[config.mk]
export PLATFORM = sky130hd
export DESIGN_NAME = exu_completion_scheduler
export DESIGN_NICKNAME = d
export VERILOG_FILES = /design/src/rtl/exu_completion_scheduler.sv
export SDC_FILE = /design/constraint.sdc
export NUM_CORES = 1
export LEC_CHECK = 0
export ABC_CLOCK_PERIOD_IN_PS = 16300
export BUFFER_PORTS_ARGS = -buffer_cell sky130_fd_sc_hd__buf_2
export CORE_MARGIN = 3
export CORE_UTILIZATION = 45
export DETAILED_ROUTE_END_ITERATION = 10
export PLACE_DENSITY_LB_ADDON = 0.12
export SKIP_CTS_REPAIR_TIMING = 1
export SLEW_MARGIN = 20
export SYNTH_ARGS = -nofsm -noshare
export SYNTH_HDL_FRONTEND = slang
export SYNTH_SLANG_ARGS = --single-unit
[constraint.sdc]
create_clock -name iClk -period 16.3 [get_ports iClk]
set_input_delay 2.445 -clock iClk [delete_from_list [all_inputs] [get_ports iClk]]
set_output_delay 2.445 -clock iClk [all_outputs]
set_load 0.01 [all_outputs]
[src/rtl/exu_completion_scheduler.sv]
// Issue/completion scheduler for fixed-latency execution units: reserves writeback slots,
// captures unit results into an output FIFO. Define EXU_INORDER_EN to force in-order completion.
module exu_completion_scheduler #(
    parameter int                     DATA_W     = 32,
    parameter int                     NUM_UNITS  = 3,
    parameter int                     SEL_W      = 2,
    parameter int                     TAG_W      = 4,
    parameter int                     MAX_LAT    = 8,
    parameter logic [4*NUM_UNITS-1:0] UNIT_LAT   = {4'd6, 4'd4, 4'd1},
    parameter int                     FIFO_DEPTH = 4
) (
    input  logic                        iClk,
    input  logic                        iRst,
    input  logic                        iIssueValid,
    output logic                        oIssueReady,
    input  logic [SEL_W-1:0]            iIssueUnit,
    input  logic [TAG_W-1:0]            iIssueTag,
    output logic [NUM_UNITS-1:0]        oUnitFire,
    input  logic [NUM_UNITS*DATA_W-1:0] iUnitResult,
    input  logic [NUM_UNITS*3-1:0]      iUnitFlags,
    output logic                        oResValid,
    input  logic                        iResReady,
    output logic [DATA_W-1:0]           oResData,
    output logic [TAG_W-1:0]            oResTag,
    output logic [SEL_W-1:0]            oResUnit,
    output logic [2:0]                  oResFlags,
    output logic                        oBusy
);

    localparam int          RW      = (MAX_LAT > 1) ? $clog2(MAX_LAT) : 1;
    localparam int          LW      = $clog2(MAX_LAT + 1);
    localparam int          PW      = (FIFO_DEPTH > 1) ? $clog2(FIFO_DEPTH) : 1;
    localparam int          CW      = $clog2(FIFO_DEPTH + 1);
    localparam int          EW      = 3 + SEL_W + TAG_W + DATA_W;
    localparam logic [31:0] DEPTH_U = FIFO_DEPTH;

    for (genvar g = 0; g < NUM_UNITS; g++) begin : g_lat_chk
        if (UNIT_LAT[g*4 +: 4] == 4'd0 || int'(UNIT_LAT[g*4 +: 4]) > MAX_LAT) begin : g_bad
            $fatal(1, "UNIT_LAT entry outside 1..MAX_LAT");
        end
    end
    if (FIFO_DEPTH < 2 || (FIFO_DEPTH & (FIFO_DEPTH - 1)) != 0) begin : g_depth_bad
        $fatal(1, "FIFO_DEPTH must be a power of two >= 2");
    end
    if ((1 << SEL_W) < NUM_UNITS) begin : g_sel_bad
        $fatal(1, "SEL_W too narrow for NUM_UNITS");
    end

    // Unit codes beyond NUM_UNITS complete after one cycle with a zero result.
    function automatic logic [LW-1:0] lat_of(input logic [SEL_W-1:0] unit);
        logic [LW-1:0] lat;
        lat = LW'(1);
        for (int u = 0; u < NUM_UNITS; u++) begin
            if (unit == SEL_W'(u)) lat = LW'(UNIT_LAT[u*4 +: 4]);
        end
        return lat;
    endfunction

    // Countdown table: an entry captures its unit's result when remaining reaches zero.
    logic [MAX_LAT-1:0] ent_vld_q, ent_vld_d;
    logic [SEL_W-1:0]   ent_unit_q [MAX_LAT];
    logic [SEL_W-1:0]   ent_unit_d [MAX_LAT];
    logic [TAG_W-1:0]   ent_tag_q  [MAX_LAT];
    logic [TAG_W-1:0]   ent_tag_d  [MAX_LAT];
    logic [RW-1:0]      ent_rem_q  [MAX_LAT];
    logic [RW-1:0]      ent_rem_d  [MAX_LAT];

    logic [EW-1:0]      fifo_mem_q [FIFO_DEPTH];
    logic [PW-1:0]      wr_ptr_q, wr_ptr_d;
    logic [PW-1:0]      rd_ptr_q, rd_ptr_d;
    logic [CW-1:0]      cnt_q, cnt_d;

    logic [LW-1:0]      issue_lat;
    logic [RW-1:0]      issue_rem;
    logic [LW-1:0]      inflight;
    logic               slot_busy;
    logic               order_block;
    logic               credit_ok;
    logic               accept;
    logic               cap_hit;
    logic [SEL_W-1:0]   cap_unit;
    logic [TAG_W-1:0]   cap_tag;
    logic [DATA_W-1:0]  cap_data;
    logic [2:0]         cap_flags;
    logic [RW-1:0]      alloc_idx;
    logic               alloc_found;
    logic               push;
    logic               pop;
    logic [EW-1:0]      head;

    always_comb begin
        issue_lat   = lat_of(iIssueUnit);
        issue_rem   = RW'(issue_lat - LW'(1));
        inflight    = '0;
        slot_busy   = 1'b0;
        order_block = 1'b0;
        cap_hit     = 1'b0;
        cap_unit    = '0;
        cap_tag     = '0;
        alloc_idx   = '0;
        alloc_found = 1'b0;
        for (int i = 0; i < MAX_LAT; i++) begin
            if (ent_vld_q[i]) begin
                inflight = inflight + LW'(1);
                if (LW'(ent_rem_q[i]) == issue_lat) slot_busy = 1'b1;
                if (LW'(ent_rem_q[i]) >= issue_lat) order_block = 1'b1;
                if (ent_rem_q[i] == '0) begin
                    cap_hit  = 1'b1;
                    cap_unit = ent_unit_q[i];
                    cap_tag  = ent_tag_q[i];
                end
            end
            // A capturing entry frees its slot this cycle, so it may be reused.
            if (!alloc_found && (!ent_vld_q[i] || ent_rem_q[i] == '0)) begin
                alloc_found = 1'b1;
                alloc_idx   = RW'(i);
            end
        end

        // Capturing entries still count against credit; their FIFO push lands at cycle end.
        credit_ok = (32'(inflight) + 32'(cnt_q)) < DEPTH_U;
`ifdef EXU_INORDER_EN
        oIssueReady = !iRst && !slot_busy && credit_ok && !order_block;
`else
        oIssueReady = !iRst && !slot_busy && credit_ok;
`endif
        accept = iIssueValid && oIssueReady;

        oUnitFire = '0;
        cap_data  = '0;
        cap_flags = '0;
        for (int u = 0; u < NUM_UNITS; u++) begin
            if (accept && iIssueUnit == SEL_W'(u)) oUnitFire[u] = 1'b1;
            if (cap_hit && cap_unit == SEL_W'(u)) begin
                cap_data  = iUnitResult[u*DATA_W +: DATA_W];
                cap_flags = iUnitFlags[u*3 +: 3];
            end
        end
    end

    always_comb begin
        for (int i = 0; i < MAX_LAT; i++) begin
            ent_vld_d[i]  = ent_vld_q[i] && (ent_rem_q[i] != '0);
            ent_rem_d[i]  = ent_rem_q[i] - RW'(1);
            ent_unit_d[i] = ent_unit_q[i];
            ent_tag_d[i]  = ent_tag_q[i];
        end
        if (accept) begin
            ent_vld_d[alloc_idx]  = 1'b1;
            ent_rem_d[alloc_idx]  = issue_rem;
            ent_unit_d[alloc_idx] = iIssueUnit;
            ent_tag_d[alloc_idx]  = iIssueTag;
        end

        push     = cap_hit;
        pop      = (cnt_q != '0) && iResReady;
        wr_ptr_d = push ? wr_ptr_q + PW'(1) : wr_ptr_q;
        rd_ptr_d = pop ? rd_ptr_q + PW'(1) : rd_ptr_q;
        cnt_d    = cnt_q;
        if (push && !pop) cnt_d = cnt_q + CW'(1);
        if (!push && pop) cnt_d = cnt_q - CW'(1);
    end

    always_ff @(posedge iClk) begin
        if (iRst) begin
            ent_vld_q <= '0;
            wr_ptr_q  <= '0;
            rd_ptr_q  <= '0;
            cnt_q     <= '0;
        end else begin
            ent_vld_q <= ent_vld_d;
            wr_ptr_q  <= wr_ptr_d;
            rd_ptr_q  <= rd_ptr_d;
            cnt_q     <= cnt_d;
        end
    end

    // Payload storage carries no reset; validity is tracked by ent_vld_q and cnt_q.
    always_ff @(posedge iClk) begin
        ent_unit_q <= ent_unit_d;
        ent_tag_q  <= ent_tag_d;
        ent_rem_q  <= ent_rem_d;
        if (push) fifo_mem_q[wr_ptr_q] <= {cap_flags, cap_unit, cap_tag, cap_data};
    end

    always_comb begin
        head      = fifo_mem_q[rd_ptr_q];
        oResValid = (cnt_q != '0);
        {oResFlags, oResUnit, oResTag, oResData} = oResValid ? head : '0;
        oBusy     = (|ent_vld_q) || (cnt_q != '0);
    end

endmodule

Word-level counts from Yosys, hierarchy flattened
Memory sizes are Yosys's and may differ from the RTL's. A register that Yosys moved wholly into a read port is not among the register bits. Index checks and enable logic that the tools add are counted.

Register bits: 87. Bits in writable memories: 164. Input port bits: 115. Output and inout bits: 47. Memories: 1.

Memory list: fifo_mem_q (depth 4, width 41, read ports 1, clocked after Yosys merged registers in 1, write ports 1, line 68) `logic [EW-1:0] fifo_mem_q [FIFO_DEPTH];`.

Add/subtract/negate cells: 21. $lt $le $gt $ge: 5. Equal/unequal tests: 12. Muxes and demuxes: 117. Bitwise gates (word level): 2. Reduce and logical (&&, ||, !) cells: 78.

Operator list (count): 2-to-1 mux 32 bit (3); 2-to-1 mux 4 bit (24); 2-to-1 mux 1 bit (47); 2-to-1 mux 3 bit (14); 2-to-1 mux 41 bit (1); 2-to-1 mux 2 bit (19); bitwise mux 32 bit (1); == test 3 x 4 -> 1 bit (8); subtractor 3 x 1 -> 3 bit (second input constant) (10); logical AND 1 bit (29); adder 4 x 1 -> 4 bit (second input constant) (7); nonzero test 3 bit (9); bitwise mux 24 bit (1); logical NOT 3 bit (8); 2-to-1 mux 24 bit (1); logical NOT 1 bit (19); bitwise mux 16 bit (1); demux 4 bit (select 3 bit) (1); demux 3 bit (select 3 bit) (1); logical OR 1 bit (9); 2-to-1 mux 8 bit (1); OR 8 bit (1); OR reduction 8 bit (1); demux 2 bit (select 3 bit) (1); 14 further kinds (18).

Longest topological paths before layout
Gate-level depths: netlist of the first run.

Depth in word-level cells: 31. Depth in mapped cells: 25.

Least setup slack after synthesis of the first run
OpenSTA, ideal clock, no wires.

Path type: register -> output. Start point: register ent_vld_q[0]. End point: output oUnitFire[0]. Arrival: 5014 ps. Required time: 13855 ps. Setup slack: 8841 ps. Cell stages (with the launch flop): 25. Path buffers: 3. Path through: dfxtp_1 -> inv_1 -> ha_1 -> buf_2 -> xor2_1 -> ha_1 -> and2_1 -> nor3_1 -> o21ai_0 -> a2bb2oi_1 -> ha_1 -> xor2_1 -> and3_1 -> a211oi_1 -> ha_1 -> mux2_2 -> ha_1 -> nor4_1 -> nand4_1 -> a2111o_1 -> buf_6 -> buf_6 -> nor2_1 -> mux2i_1 -> nor2_1.

Word-level cells in the longest chain between the ends: 21. Elaborated cells between the ends (all ways): 38.

RTL lines: start, declared (line 60) `logic [MAX_LAT-1:0] ent_vld_q, ent_vld_d;`; start signal, assigned (line 171) `ent_vld_q <= ent_vld_d;`; 2-to-1 mux 1 bit (line 103) `if (ent_vld_q[i]) begin`; adder 4 x 1 -> 4 bit or 2-to-1 mux 1 bit (tied branches) (line 104, 105); 2-to-1 mux 4 bit or 2-to-1 mux 1 bit (tied branches) (line 103); adder 4 x 1 -> 4 bit or 2-to-1 mux 1 bit (tied branches) (line 104, 105); 2-to-1 mux 4 bit or 2-to-1 mux 1 bit (tied branches) (line 103); adder 4 x 1 -> 4 bit or 2-to-1 mux 1 bit (tied branches) (line 104, 105); 2-to-1 mux 4 bit or 2-to-1 mux 1 bit (tied branches) (line 103); adder 4 x 1 -> 4 bit or 2-to-1 mux 1 bit (tied branches) (line 104, 105); (+5 left out); adder 4 x 1 -> 4 bit or 2-to-1 mux 1 bit (tied branches) (line 104, 105); 2-to-1 mux 4 bit or 2-to-1 mux 1 bit (tied branches) (line 103); adder 4 x 3 -> 5 bit or logical NOT 1 bit (tied branches) (line 121, 125); less-than comparator 5 x 3 -> 1 bit or logical AND 1 bit (tied branches) (line 121, 125); logical AND 1 bit (*) (line 125) `oIssueReady = !iRst && !slot_busy && credit_ok;`; logical AND 1 bit (*) (line 127) `accept = iIssueValid && oIssueReady;`; logical AND 1 bit (*) (line 133) `if (accept && iIssueUnit == SEL_W'(u)) oUnitFire[u] = 1'b1;`; 2-to-1 mux 1 bit (*) (line 133); end, declared (line 18) `output logic [NUM_UNITS-1:0] oUnitFire,`.

Mark *: on every way between the ends. The rest lies on a longest branch, timed or not.

Worst setup path after layout of the first run
Start point: register ent_vld_q[1]. End point: output oUnitFire[2].

Word-level cells in the longest chain between the ends: 19. Elaborated cells between the ends (all ways): 34.

RTL lines (line): 2-to-1 mux 4 bit or 2-to-1 mux 1 bit (tied branches) (103); adder 4 x 1 -> 4 bit or 2-to-1 mux 1 bit (tied branches) (104, 105); 2-to-1 mux 4 bit or 2-to-1 mux 1 bit (tied branches) (103); adder 4 x 1 -> 4 bit or 2-to-1 mux 1 bit (tied branches) (104, 105); 2-to-1 mux 4 bit or 2-to-1 mux 1 bit (tied branches) (103); adder 4 x 1 -> 4 bit or 2-to-1 mux 1 bit (tied branches) (104, 105); 2-to-1 mux 4 bit or 2-to-1 mux 1 bit (tied branches) (103); adder 4 x 1 -> 4 bit or 2-to-1 mux 1 bit (tied branches) (104, 105); (+3 left out); adder 4 x 1 -> 4 bit or 2-to-1 mux 1 bit (tied branches) (104, 105); 2-to-1 mux 4 bit or 2-to-1 mux 1 bit (tied branches) (103); adder 4 x 3 -> 5 bit or logical NOT 1 bit (tied branches) (121, 125); less-than comparator 5 x 3 -> 1 bit or logical AND 1 bit (tied branches) (121, 125); logical AND 1 bit (*) (125); logical AND 1 bit (*) (127); logical AND 1 bit (*) (133); 2-to-1 mux 1 bit (*) (133).

Marked as above.

==> results of run 1 <==
-- worst register-to-register path: cells and delay by family, from the launching register on --
family | cells | cell delay [ps]
buffers and inverters | 1 | 110
muxes | 1 | 260
xor gates and xnor gates | 2 | 390
and+or+nand+nor | 6 | 1920
AOI/OAI and AO/OA | 4 | 1320
DFF | 1 | 480
adders and majority gates | 5 | 1600
-- placed cells by master (no fill, tap or decap), types with 6 or more instances in the layout --
master / netlist / layout
sky130_fd_sc_hd__buf_2: 14 / 161
sky130_fd_sc_hd__a21oi_1: 21 / 21
sky130_fd_sc_hd__a31oi_1: 6 / 6
sky130_fd_sc_hd__xor2_1: 20 / 20
sky130_fd_sc_hd__mux4_2: 41 / 41
sky130_fd_sc_hd__a21o_1: 6 / 6
sky130_fd_sc_hd__o21ai_0: 12 / 12
sky130_fd_sc_hd__o2bb2ai_1: 35 / 35
sky130_fd_sc_hd__and2_1: 46 / 46
sky130_fd_sc_hd__inv_1: 43 / 43
sky130_fd_sc_hd__o211ai_1: 10 / 10
sky130_fd_sc_hd__dfxtp_1: 41 / 39
sky130_fd_sc_hd__nand3_1: 17 / 17
sky130_fd_sc_hd__nor2_1: 24 / 23
sky130_fd_sc_hd__clkbuf_1: 25 / 8
sky130_fd_sc_hd__clkbuf_16: 0 / 26
sky130_fd_sc_hd__mux2_2: 6 / 6
sky130_fd_sc_hd__o22ai_1: 10 / 10
sky130_fd_sc_hd__edfxtp_1: 212 / 212
sky130_fd_sc_hd__xnor2_1: 13 / 13
sky130_fd_sc_hd__nor3_1: 26 / 24
sky130_fd_sc_hd__mux2i_1: 58 / 58
sky130_fd_sc_hd__nand2_1: 42 / 42
sky130_fd_sc_hd__nand3b_1: 9 / 9
sky130_fd_sc_hd__buf_4: 0 / 12
sky130_fd_sc_hd__ha_1: 34 / 34
sky130_fd_sc_hd__nand2b_1: 19 / 19
-- layout make-up --
| class | count | area [µm²] |
|---|---|---|
| Sequential cell | 253 | 7190 |
| Multi-Input combinational cell | 541 | 4770 |
| Timing Repair Buffer | 173 | 896 |
| Clock inverter | 14 | 175 |
| Inverter | 43 | 161 |
| Fill cell | 2224 | 12200 |
| Clock buffer | 34 | 681 |
| Tap cell | 335 | 419 |
-- metrics by stage --
step           cell area, µm²  hold slack (ps)  cells
2_1_floorplan           12300              411    891
3_3_place_gp            13400              428   1345
3_5_place_dp            13400              439   1345
4_1_cts                 14300              447   1393
5_1_grt                 14300              486   1393
6_report                14300              454   1393
-- worst min-delay path by stage --
stage | start | depth (start not counted) | slack (ps) | to
finish | ent_rem_q[0] | 1 | 450 | ent_rem_q[0]
global route | ent_rem_q[0] | 1 | 490 | ent_rem_q[0]
CTS | ent_rem_q[0] | 1 | 450 | ent_rem_q[0]
detailed placement | ent_rem_q[0] | 1 | 440 | ent_rem_q[0]
global placement | ent_rem_q[0] | 1 | 430 | ent_rem_q[0]
floorplan | ent_rem_q[0] | 1 | 410 | ent_rem_q[0]
-- cells by family (layout without fill, tap and decap cells) --
kind of cell,Yosys count,in the layout,share of synthesized area (%)
AOI/OAI and AO/OA,124,124,7.42
xor gates and xnor gates,36,36,2.80
muxes,116,116,14.0
DFF,253,253,58.3
buffers and inverters,97,264,3.40
and+or+nand+nor,230,230,10.4
adders and majority gates,35,35,3.62
-- where the power goes --
part / total (mW) / internal (mW) / leakage [nW] / switching [mW]
Sequential: 0.774 / 0.743 / 2.29 / 0.0305
Combinational: 0.327 / 0.155 / 2.60 / 0.172
Clock: 0.589 / 0.357 / 0.417 / 0.232
-- metal layers --
metal  wire [µm]  part of all wire (%)
met3        1480                   5.7
met2       12600                    48
met5           0                     0
met1       11700                    44
met4         481                   1.8
-- registers in the layout (all words and copies together), names as in the netlist, named ones only --
| signal | flops |
|---|---|
| fifo_mem_q | 164 |
| ent_tag_q | 32 |
| ent_rem_q | 24 |
| ent_unit_q | 16 |
| ent_vld_q | 8 |
| cnt_q | 3 |
| rd_ptr_q | 2 |
| wr_ptr_q | 2 |
==> impl_metrics.tcl, run 1 <==
set metrics [dict create \
    max-vdd-ir-drop_mv 0.110 \
    ranking_of_synthesized_cells_by_area "sky130_fd_sc_hd__edfxtp_1 (52%), sky130_fd_sc_hd__mux4_2 (7.5%), sky130_fd_sc_hd__dfxtp_1 (6.7%)" \
    final_max_slew_viol_count 0 \
    grtUsageMet1_pct 23.7 \
    worst_pin_slew_ps 1070 \
    cp-startpoint "ent_vld_q[1]" \
    cp_data_arrival_time_ps 6420 \
    postSynth.topFlopCell "sky130_fd_sc_hd__edfxtp_1" \
    maxClockFrequency_mhz 113 \
    cts_buffer_depth 3 \
    place_ws_ps 8000 \
    cts_tree "done" \
    post-dp-hpwl_um 18100 \
    synth-seq-cells 253 \
    detail_route.drc_violations 0 \
    worstRegToRegCells 19 \
    mappedNetlistArea_um2 12300 \
    core_area_um2 26500 \
    run_status "complete, no violations" \
    crit-reg2reg-capture "ent_tag_q[22]" \
    placement.io_buffers 161 \
    routed-via-count 7630 \
    clock_tree.root_cell "sky130_fd_sc_hd__clkbuf_16" \
    grt_antenna_before_repair 0 \
    cp_max_stage_delay_ps 650 \
    yosys.area.top_type_share_pct 51.7 \
    ratio_of_cells_with_drive_above_1_in_the_final_layout_pct 26.8 \
    grt_start_max_net_pins 42 \
    path_class_of_the_lowest_slack_min_delay_path "reg2reg" \
    synth-edff-count 212 \
    critPathRequiredTime_ps 13860 \
    power_density_nw_per_um2 118 \
    timing.critical_path.slowest_stage_cell "sky130_fd_sc_hd__a2111o_1" \
    critPathBufInv 2 \
    globalRouteMet2Util_pct 29.6 \
    synth_async_sr_flop_share_pct 0 \
    clk_transition_reported_paths_ps 60 \
    path_class "reg2out" \
    critical-path-top-delay-family "adder cells" \
    post_synth_most_frequent_cells "sky130_fd_sc_hd__edfxtp_1 (212), sky130_fd_sc_hd__mux2i_1 (58), sky130_fd_sc_hd__and2_1 (46), sky130_fd_sc_hd__inv_1 (43), sky130_fd_sc_hd__nand2_1 (42)" \
    final_hold_viol_count 0 \
    leading_cell_type_by_number_of_instances_after_synthesis "sky130_fd_sc_hd__edfxtp_1" \
    insertedDiodeCount 0 \
    antenna_left 0 \
    mapped_cells 891 \
    yosysUniqueCellTypes 69 \
    num_rows 59 \
    die_height_um 171 \
    initialDrtViolationCount 473 \
    synth_sequential_area_ratio_pct 58.3 \
    totalWireLength_um 26200 \
    clock-sinks 253 \
    globalRoute.busiestLayer "met2" \
    fin_skew_ps 14.7 \
    postLayoutSetupSlackWorst_ps 7440 \
    critical_path.max_fanout 27 \
    io_pins 162 \
    timing.critical_path.cells "inv_1 > ha_1 > xor2_1 > ha_1 > and2_1 > nor3_1 > o21ai_0 > a2bb2oi_1 > ha_1 > xor2_1 > and3_1 > a211oi_1 > ha_1 > mux2_2 > ha_1 > and2_1 > a2111o_1 > nor2_1 > mux2i_1 > nor2_1 > buf_2" \
    floorplan.die_area_um2 29400 \
    path_common_cell "sky130_fd_sc_hd__ha_1" \
    synth_area_leader_cell "sky130_fd_sc_hd__edfxtp_1" \
    effective_utilization_at_floorplan_pct 46.5 \
    drv.max_cap_violation_count 0 \
    area_delta_synth_final_pct 16.0 \
    worst_r2r_startpoint "ent_vld_q[1]" \
    grt_pass1_wl_um 40200 \
    wl_per_cell_um 18.8 \
    finalNetCount 1188 \
    final.period_utilization_pct 54.4 \
    clkLatencyLatePin_ps 530 \
    start_kind "register" \
    h-tree-depth 1 \
    grt_use_total_pct 17.3 \
    gr-total-overflow 0 \
    finalSetupViolCount 0 \
    timing.critical_path.depth 21 \
    rsz_0062_raised_after_global_routing "false" \
    drt-pass1-iter-count 5 \
    post_drt_via_cell_ratio 5.48 \
    max-slew-margin-rel_pct 28.6 \
    syn_area_per_cell_um2 13.8 \
    first_global_vias 7382 \
    yosys_warnings 0 \
    time_the_final_worst_path_needs_with_i_o_delays_and_setup_ps 8860 \
    setup_tns_ps 0 \
    gp_routability_congestion 0.816 \
    timing.reg2reg.setup_slack_ps 9820 \
    cellLeakagePower_nw 5.30 \
    tritoncts.num_buffers 26 \
    endpoint_kind "output pin" \
    syn-num-nets 1041 \
    design_power_total_mw 1.69 \
    final_core_utilization_pct 53.9 \
    grt_use_met3_pct 2.44 \
    die_width_um 171 \
    setup.worst_path.end "oUnitFire[2]" \
]
No activity file was read; power rests on OpenSTA's default activity.
==> run 2, diff against run 1 <==
--- a/config.mk
+++ b/config.mk
@@ -5,7 +5,7 @@
 export SDC_FILE = /design/constraint.sdc
 export NUM_CORES = 1
 export LEC_CHECK = 0
-export ABC_CLOCK_PERIOD_IN_PS = 16300
+export ABC_CLOCK_PERIOD_IN_PS = 8500
 export BUFFER_PORTS_ARGS = -buffer_cell sky130_fd_sc_hd__buf_2
 export CORE_MARGIN = 3
 export CORE_UTILIZATION = 45
==> constraint.sdc (replaced) <==
create_clock -name iClk -period 8.5 [get_ports iClk]
set_input_delay 1.275 -clock iClk [delete_from_list [all_inputs] [get_ports iClk]]
set_output_delay 1.275 -clock iClk [all_outputs]
set_load 0.01 [all_outputs]
==> run 2 against run 1 <==
  * Design area is 0.18% higher
  * Final cell count hardly changed
  * Routed wire length rose by 1.2%
  * Largest cell class unchanged
  * Clock-buffer cell count up 3
  * Hold slack worse by 21 ps
  * Sequential share of layout area decreased by 0.092 points
  * Via count shrank 0.63%
==> impl_metrics.tcl, run 2 (synthesized netlist as in run 1, its figures left out) <==
set metrics [dict create \
    run_status "complete, no violations" \
    power.switching_mw 0.853 \
    rsz_0062_raised_after_global_routing "false" \
    ratio_of_cells_with_drive_above_1_in_the_final_layout_pct 27.4 \
    drt-pass1-iter-count 4 \
    grt_use_met3_pct 2.57 \
    fillCellCount 2274 \
    placement.cell_area_um2 13400 \
    post_drt_via_cell_ratio 5.44 \
    cp-startpoint "ent_vld_q[0]" \
    worst_pin_slew_ps 914 \
    final_core_utilization_pct 54.0 \
    grt_antenna_before_repair 0 \
    start_kind "register" \
    largest_reg_flops 164 \
    power_density_nw_per_um2 227 \
    endpoint_kind "output pin" \
    design_power_total_mw 3.26 \
    cellLeakagePower_nw 5.31 \
    finalNetCount 1190 \
    wl_per_cell_um 19.0 \
    clkLatencyLatePin_ps 530 \
    routed-via-count 7582 \
    final.period_utilization_pct 90.3 \
    die_height_um 171 \
    floorplan.die_area_um2 29400 \
    critical_path.max_fanout 27 \
    initialDrtViolationCount 486 \
    num_rows 59 \
    switching_share_pct 26.2 \
    tritoncts.num_buffers 28 \
    placement.io_buffers 161 \
    effective_utilization_at_floorplan_pct 46.5 \
    clk_transition_reported_paths_ps 60 \
    fin_skew_ps 15.3 \
    area_delta_synth_final_pct 16.3 \
    final_cells 1394 \
    globalRoute.busiestLayer "met2" \
    place_inst 1345 \
    post-dp-hpwl_um 18100 \
    totalWireLength_um 26500 \
    h-tree-depth 1 \
    path_class_of_the_lowest_slack_min_delay_path "reg2reg" \
    cp_data_arrival_time_ps 6400 \
    drv.max_cap_violation_count 0 \
    reg.largest.list "fifo_mem_q x164, ent_tag_q x32, ent_rem_q x24" \
    maxClockFrequency_mhz 130 \
    globalRouteMet2Util_pct 30.2 \
    grt_pass1_wl_um 41600 \
    max-slew-margin-rel_pct 38.6 \
    int_pwr_mw 2.41 \
    cts_buffer_depth 3 \
    io_pins 162 \
    grt_use_total_pct 17.9 \
    layout.cells.most_common_list "sky130_fd_sc_hd__edfxtp_1 (212), sky130_fd_sc_hd__buf_2 (161), sky130_fd_sc_hd__mux2i_1 (58), sky130_fd_sc_hd__and2_1 (46), sky130_fd_sc_hd__inv_1 (43)" \
    path_class "reg2out" \
    grt_start_max_net_pins 42 \
    clock_tree.root_cell "sky130_fd_sc_hd__clkbuf_16" \
    time_the_final_worst_path_needs_with_i_o_delays_and_setup_ps 7670 \
    antenna_left 0 \
    post-route-cell-area_um2 14300 \
    seq_power_share_pct 45.2 \
    worst_r2r_startpoint "ent_vld_q[0]" \
    clock-sinks 253 \
    final_common_cell "sky130_fd_sc_hd__edfxtp_1" \
    share_clk_of_total_power_pct 35.2 \
    grtUsageMet1_pct 24.9 \
    comb_power_share_pct 19.6 \
    final_max_slew_viol_count 0 \
    core_area_um2 26500 \
    final_hold_viol_count 0 \
    die_width_um 171 \
    detail_route.drc_violations 0 \
    first_global_vias 7582 \
    max-vdd-ir-drop_mv 0.174 \
    setup_tns_ps 0 \
    insertedDiodeCount 0 \
    finalSetupViolCount 0 \
    min_delay_src "ent_rem_q[0]" \
    critPathRequiredTime_ps 7220 \
    gp_routability_congestion 0.816 \
    largest-register "fifo_mem_q" \
    cts_tree "done" \
    gr-total-overflow 0 \
]
[run 2: routing by layer]
layer / wire, µm / part of all wire (%) / vias up
met2: 12800 / 48 / 196
met3: 1390 / 5.2 / 39
met5: 0 / 0 / -
li1: - / - / 3670
met4: 479 / 1.8 / 0
met1: 11900 / 45 / 3677
[run 2: worst paths after layout]
path                         to  depth (start not counted)  slack (ps)
setup reg to reg  ent_tag_q[22]                         19        2110
hold / removal     ent_rem_q[0]                          1         430
setup / recovery   oUnitFire[1]                         21         830
hold reg to reg    ent_rem_q[0]                          1         430
[run 2: per-stage QoR]
stage	setup WS (ps)	hold WS [ps]
6_report	828	433
5_1_grt	130	477
4_1_cts	807	436
3_5_place_dp	1380	427
3_3_place_gp	1560	422
2_1_floorplan	2210	411
[run 2: power groups by stage]
stage | clock, mW | combinational (mW) | sequential, mW
2_1_floorplan | 0 | 0.457 | 1.49
3_3_place_gp | 0 | 0.644 | 1.50
3_5_place_dp | 0 | 0.651 | 1.50
4_1_cts | 1.17 | 0.654 | 1.47
5_1_grt | 1.23 | 0.717 | 1.48
6_report | 1.15 | 0.639 | 1.47
[run 2: cell type report]
type | instances | area, µm² | area share (%)
Timing Repair Buffer | 173 | 896 | 6.26
Inverter | 43 | 161 | 1.13
Sequential cell | 253 | 7190 | 50.2
Clock inverter | 12 | 126 | 0.882
Clock buffer | 37 | 754 | 5.27
Multi-Input combinational cell | 541 | 4770 | 33.3
Tap cell | 335 | 419 | 2.93
[run 2: critical path, cell delays in order (launching register included)]
cell	delay, ps
sky130_fd_sc_hd__dfxtp_1	440
sky130_fd_sc_hd__inv_1	100
sky130_fd_sc_hd__ha_1	480
sky130_fd_sc_hd__xor2_1	230
sky130_fd_sc_hd__ha_1	380
sky130_fd_sc_hd__and2_1	190
sky130_fd_sc_hd__nor3_1	220
sky130_fd_sc_hd__o21ai_0	120
sky130_fd_sc_hd__a2bb2oi_1	320
sky130_fd_sc_hd__ha_1	300
sky130_fd_sc_hd__xor2_1	160
sky130_fd_sc_hd__and3_1	220
sky130_fd_sc_hd__a211oi_1	250
sky130_fd_sc_hd__ha_1	280
sky130_fd_sc_hd__mux2_2	260
sky130_fd_sc_hd__ha_1	260
sky130_fd_sc_hd__and2_1	120
sky130_fd_sc_hd__a2111o_1	680
sky130_fd_sc_hd__nor2_1	110
sky130_fd_sc_hd__mux2i_1	500
sky130_fd_sc_hd__nor2_1	100
sky130_fd_sc_hd__buf_2	160
==> run 3, diff against run 2 <==
--- a/config.mk
+++ b/config.mk
@@ -6,7 +6,7 @@
 export NUM_CORES = 1
 export LEC_CHECK = 0
 export ABC_CLOCK_PERIOD_IN_PS = 8500
-export BUFFER_PORTS_ARGS = -buffer_cell sky130_fd_sc_hd__buf_2
+export BUFFER_PORTS_ARGS = -buffer_cell sky130_fd_sc_hd__clkbuf_2
 export CORE_MARGIN = 3
 export CORE_UTILIZATION = 45
 export DETAILED_ROUTE_END_ITERATION = 10
==> run 3 against run 2 <==
  * Final cell count down 0.14%
  * Clock power grew 7%
  * Critical path depth unchanged
  * Die area unchanged
  * Hold slack gained 14 ps
  * Design area up 0.36%
  * Routed wire length about the same
  * Combinational power is essentially flat
  * Clock skew up 2.1 ps
  * Clock-buffer cell count down 8
  * Utilization rose by 0.19 points
==> impl_metrics.tcl, run 3 (synthesized netlist as in run 1, its figures left out) <==
set metrics [dict create \
    start_kind "register" \
    area_delta_synth_final_pct 16.7 \
    insertedDiodeCount 0 \
    cellLeakagePower_nw 5.32 \
    routed-via-count 7605 \
    grt_start_max_net_pins 42 \
    grt_use_total_pct 17.8 \
    maxClockFrequency_mhz 129 \
    tritoncts.num_buffers 27 \
    cp_data_arrival_time_ps 6500 \
    postLayoutSetupSlackWorst_ps 721 \
    gr-total-overflow 0 \
    grt_antenna_before_repair 0 \
    worstHoldPathCells 1 \
    wl_per_cell_um 19.1 \
    setup.worst_path.end "oUnitFire[0]" \
    final_hold_viol_count 0 \
    die_width_um 171 \
    ratio_of_cells_with_drive_above_1_in_the_final_layout_pct 27.4 \
    grt_pass1_wl_um 41100 \
    post-dp-hpwl_um 18300 \
    layout.cells.most_common_list "sky130_fd_sc_hd__edfxtp_1 (212), sky130_fd_sc_hd__clkbuf_2 (161), sky130_fd_sc_hd__mux2i_1 (58), sky130_fd_sc_hd__and2_1 (46), sky130_fd_sc_hd__inv_1 (43)" \
    path_class "reg2out" \
    critical_path.max_fanout 27 \
    cts_tree "done" \
    initialDrtViolationCount 500 \
    totalWireLength_um 26500 \
    run_status "complete, no violations" \
    endpoint_kind "output pin" \
    clkLatencyLatePin_ps 530 \
    worst_pin_slew_ps 909 \
    post_drt_via_cell_ratio 5.46 \
    final_common_cell "sky130_fd_sc_hd__edfxtp_1" \
    clock-sinks 253 \
    io_pins 162 \
    timing.reg2reg.setup_slack_ps 2070 \
    setup_tns_ps 0 \
    effective_utilization_at_floorplan_pct 46.5 \
    cp-startpoint "ent_vld_q[0]" \
    floorplan.die_area_um2 29400 \
    crit-reg2reg-capture "ent_tag_q[21]" \
    final.period_utilization_pct 91.5 \
    rsz_0062_raised_after_global_routing "false" \
    max-vdd-ir-drop_mv 0.166 \
    time_the_final_worst_path_needs_with_i_o_delays_and_setup_ps 7780 \
    finalSetupViolCount 0 \
    critPathRequiredTime_ps 7220 \
    core_area_um2 26500 \
    gp_routability_congestion 0.819 \
    fin_skew_ps 17.4 \
    clk_transition_reported_paths_ps 60 \
    power_density_nw_per_um2 232 \
    final_max_slew_viol_count 0 \
    drt-pass1-iter-count 5 \
    drv.max_cap_violation_count 0 \
    placement.io_buffers 161 \
    path_class_of_the_lowest_slack_min_delay_path "reg2reg" \
    num_rows 59 \
    max-slew-margin-rel_pct 38.9 \
    largest-register "fifo_mem_q" \
    worstRegToRegCells 19 \
    largest_reg_flops 164 \
    first_global_vias 7483 \
    antenna_left 0 \
    cts_buffer_depth 3 \
    h-tree-depth 1 \
    place_ws_ps 1330 \
    worst_r2r_startpoint "ent_vld_q[0]" \
    reg.largest.list "fifo_mem_q x164, ent_tag_q x32, ent_rem_q x24" \
    detail_route.drc_violations 0 \
    clock_tree.root_cell "sky130_fd_sc_hd__clkbuf_16" \
    die_height_um 171 \
    finalNetCount 1189 \
]
==> run 3: cell count changes in the layout (fill, tap and decap cells not counted), sizes merged <==
cell    previous run  this run
inv               43        45
clkbuf            37       190
buf              173        12
bufinv             2         6
==> run 3: worst max-delay path, cell delays in order (launching register included) <==
cell and delay [ps]:
sky130_fd_sc_hd__dfxtp_1 450, sky130_fd_sc_hd__inv_1 100, sky130_fd_sc_hd__ha_1 480, sky130_fd_sc_hd__xor2_1 230, sky130_fd_sc_hd__ha_1 390, sky130_fd_sc_hd__and2_1 200, sky130_fd_sc_hd__nor3_1 220, sky130_fd_sc_hd__o21ai_0 120
sky130_fd_sc_hd__a2bb2oi_1 310, sky130_fd_sc_hd__ha_1 300, sky130_fd_sc_hd__xor2_1 160, sky130_fd_sc_hd__and3_1 220, sky130_fd_sc_hd__a211oi_1 280, sky130_fd_sc_hd__ha_1 290, sky130_fd_sc_hd__mux2_2 260, sky130_fd_sc_hd__ha_1 260
sky130_fd_sc_hd__and2_1 120, sky130_fd_sc_hd__a2111o_1 690, sky130_fd_sc_hd__nor2_1 110, sky130_fd_sc_hd__mux2i_1 520, sky130_fd_sc_hd__nor2_1 110, sky130_fd_sc_hd__clkbuf_2 150
==> run 3: worst min path at each step <==
| stage | end | slack [ps] | start |
|---|---|---|---|
| 3_3_place_gp | ent_rem_q[0] | 420 | ent_rem_q[0] |
| 6_report | ent_rem_q[0] | 450 | ent_rem_q[0] |
| 2_1_floorplan | ent_rem_q[0] | 410 | ent_rem_q[0] |
| 5_1_grt | ent_rem_q[0] | 470 | ent_rem_q[0] |
| 3_5_place_dp | ent_rem_q[0] | 430 | ent_rem_q[0] |
| 4_1_cts | ent_rem_q[0] | 440 | ent_rem_q[0] |
==> run 3: metrics by stage <==
stage               hold slack (ps)  std cells  util (%)  cell area [µm²]  total power [mW]
CTS                             439       1392      54.2            14400              3.38
detailed placement              427       1345      50.7            13400              2.15
global route                    475       1392      54.2            14400              3.50
global placement                421       1345      50.7            13400              2.14
floorplan                       411        891         -            12300              1.94
finish                          446       1392      54.2            14400              3.34
==> run 3: cell type report <==
cell class                 instances  area, µm²
tap                              335        419
clock buffer                      29        683
timing repair buffer             173        896
fill                            2237      12100
sequential                       253       7190
inverter                          43        161
clock inverter                    18        249
multi-input combinational        541       4770
==> run 3: per-layer routing <==
layer | global-route usage (%) | routed length (µm) | vias to the layer above
met3 | 2.57 | 1390 | 34
met2 | 30.5 | 12800 | 204
met4 | 3.99 | 478 | 0
met1 | 24.2 | 11900 | 3703
li1 | - | - | 3664
met5 | 0 | 0 | -
==> run 3: report_power, final <==
part / internal, mW / switching, mW / total (mW)
clock: 0.762 / 0.465 / 1.23
sequential: 1.43 / 0.0468 / 1.47
combinational: 0.297 / 0.342 / 0.639
total: 2.48 / 0.854 / 3.34
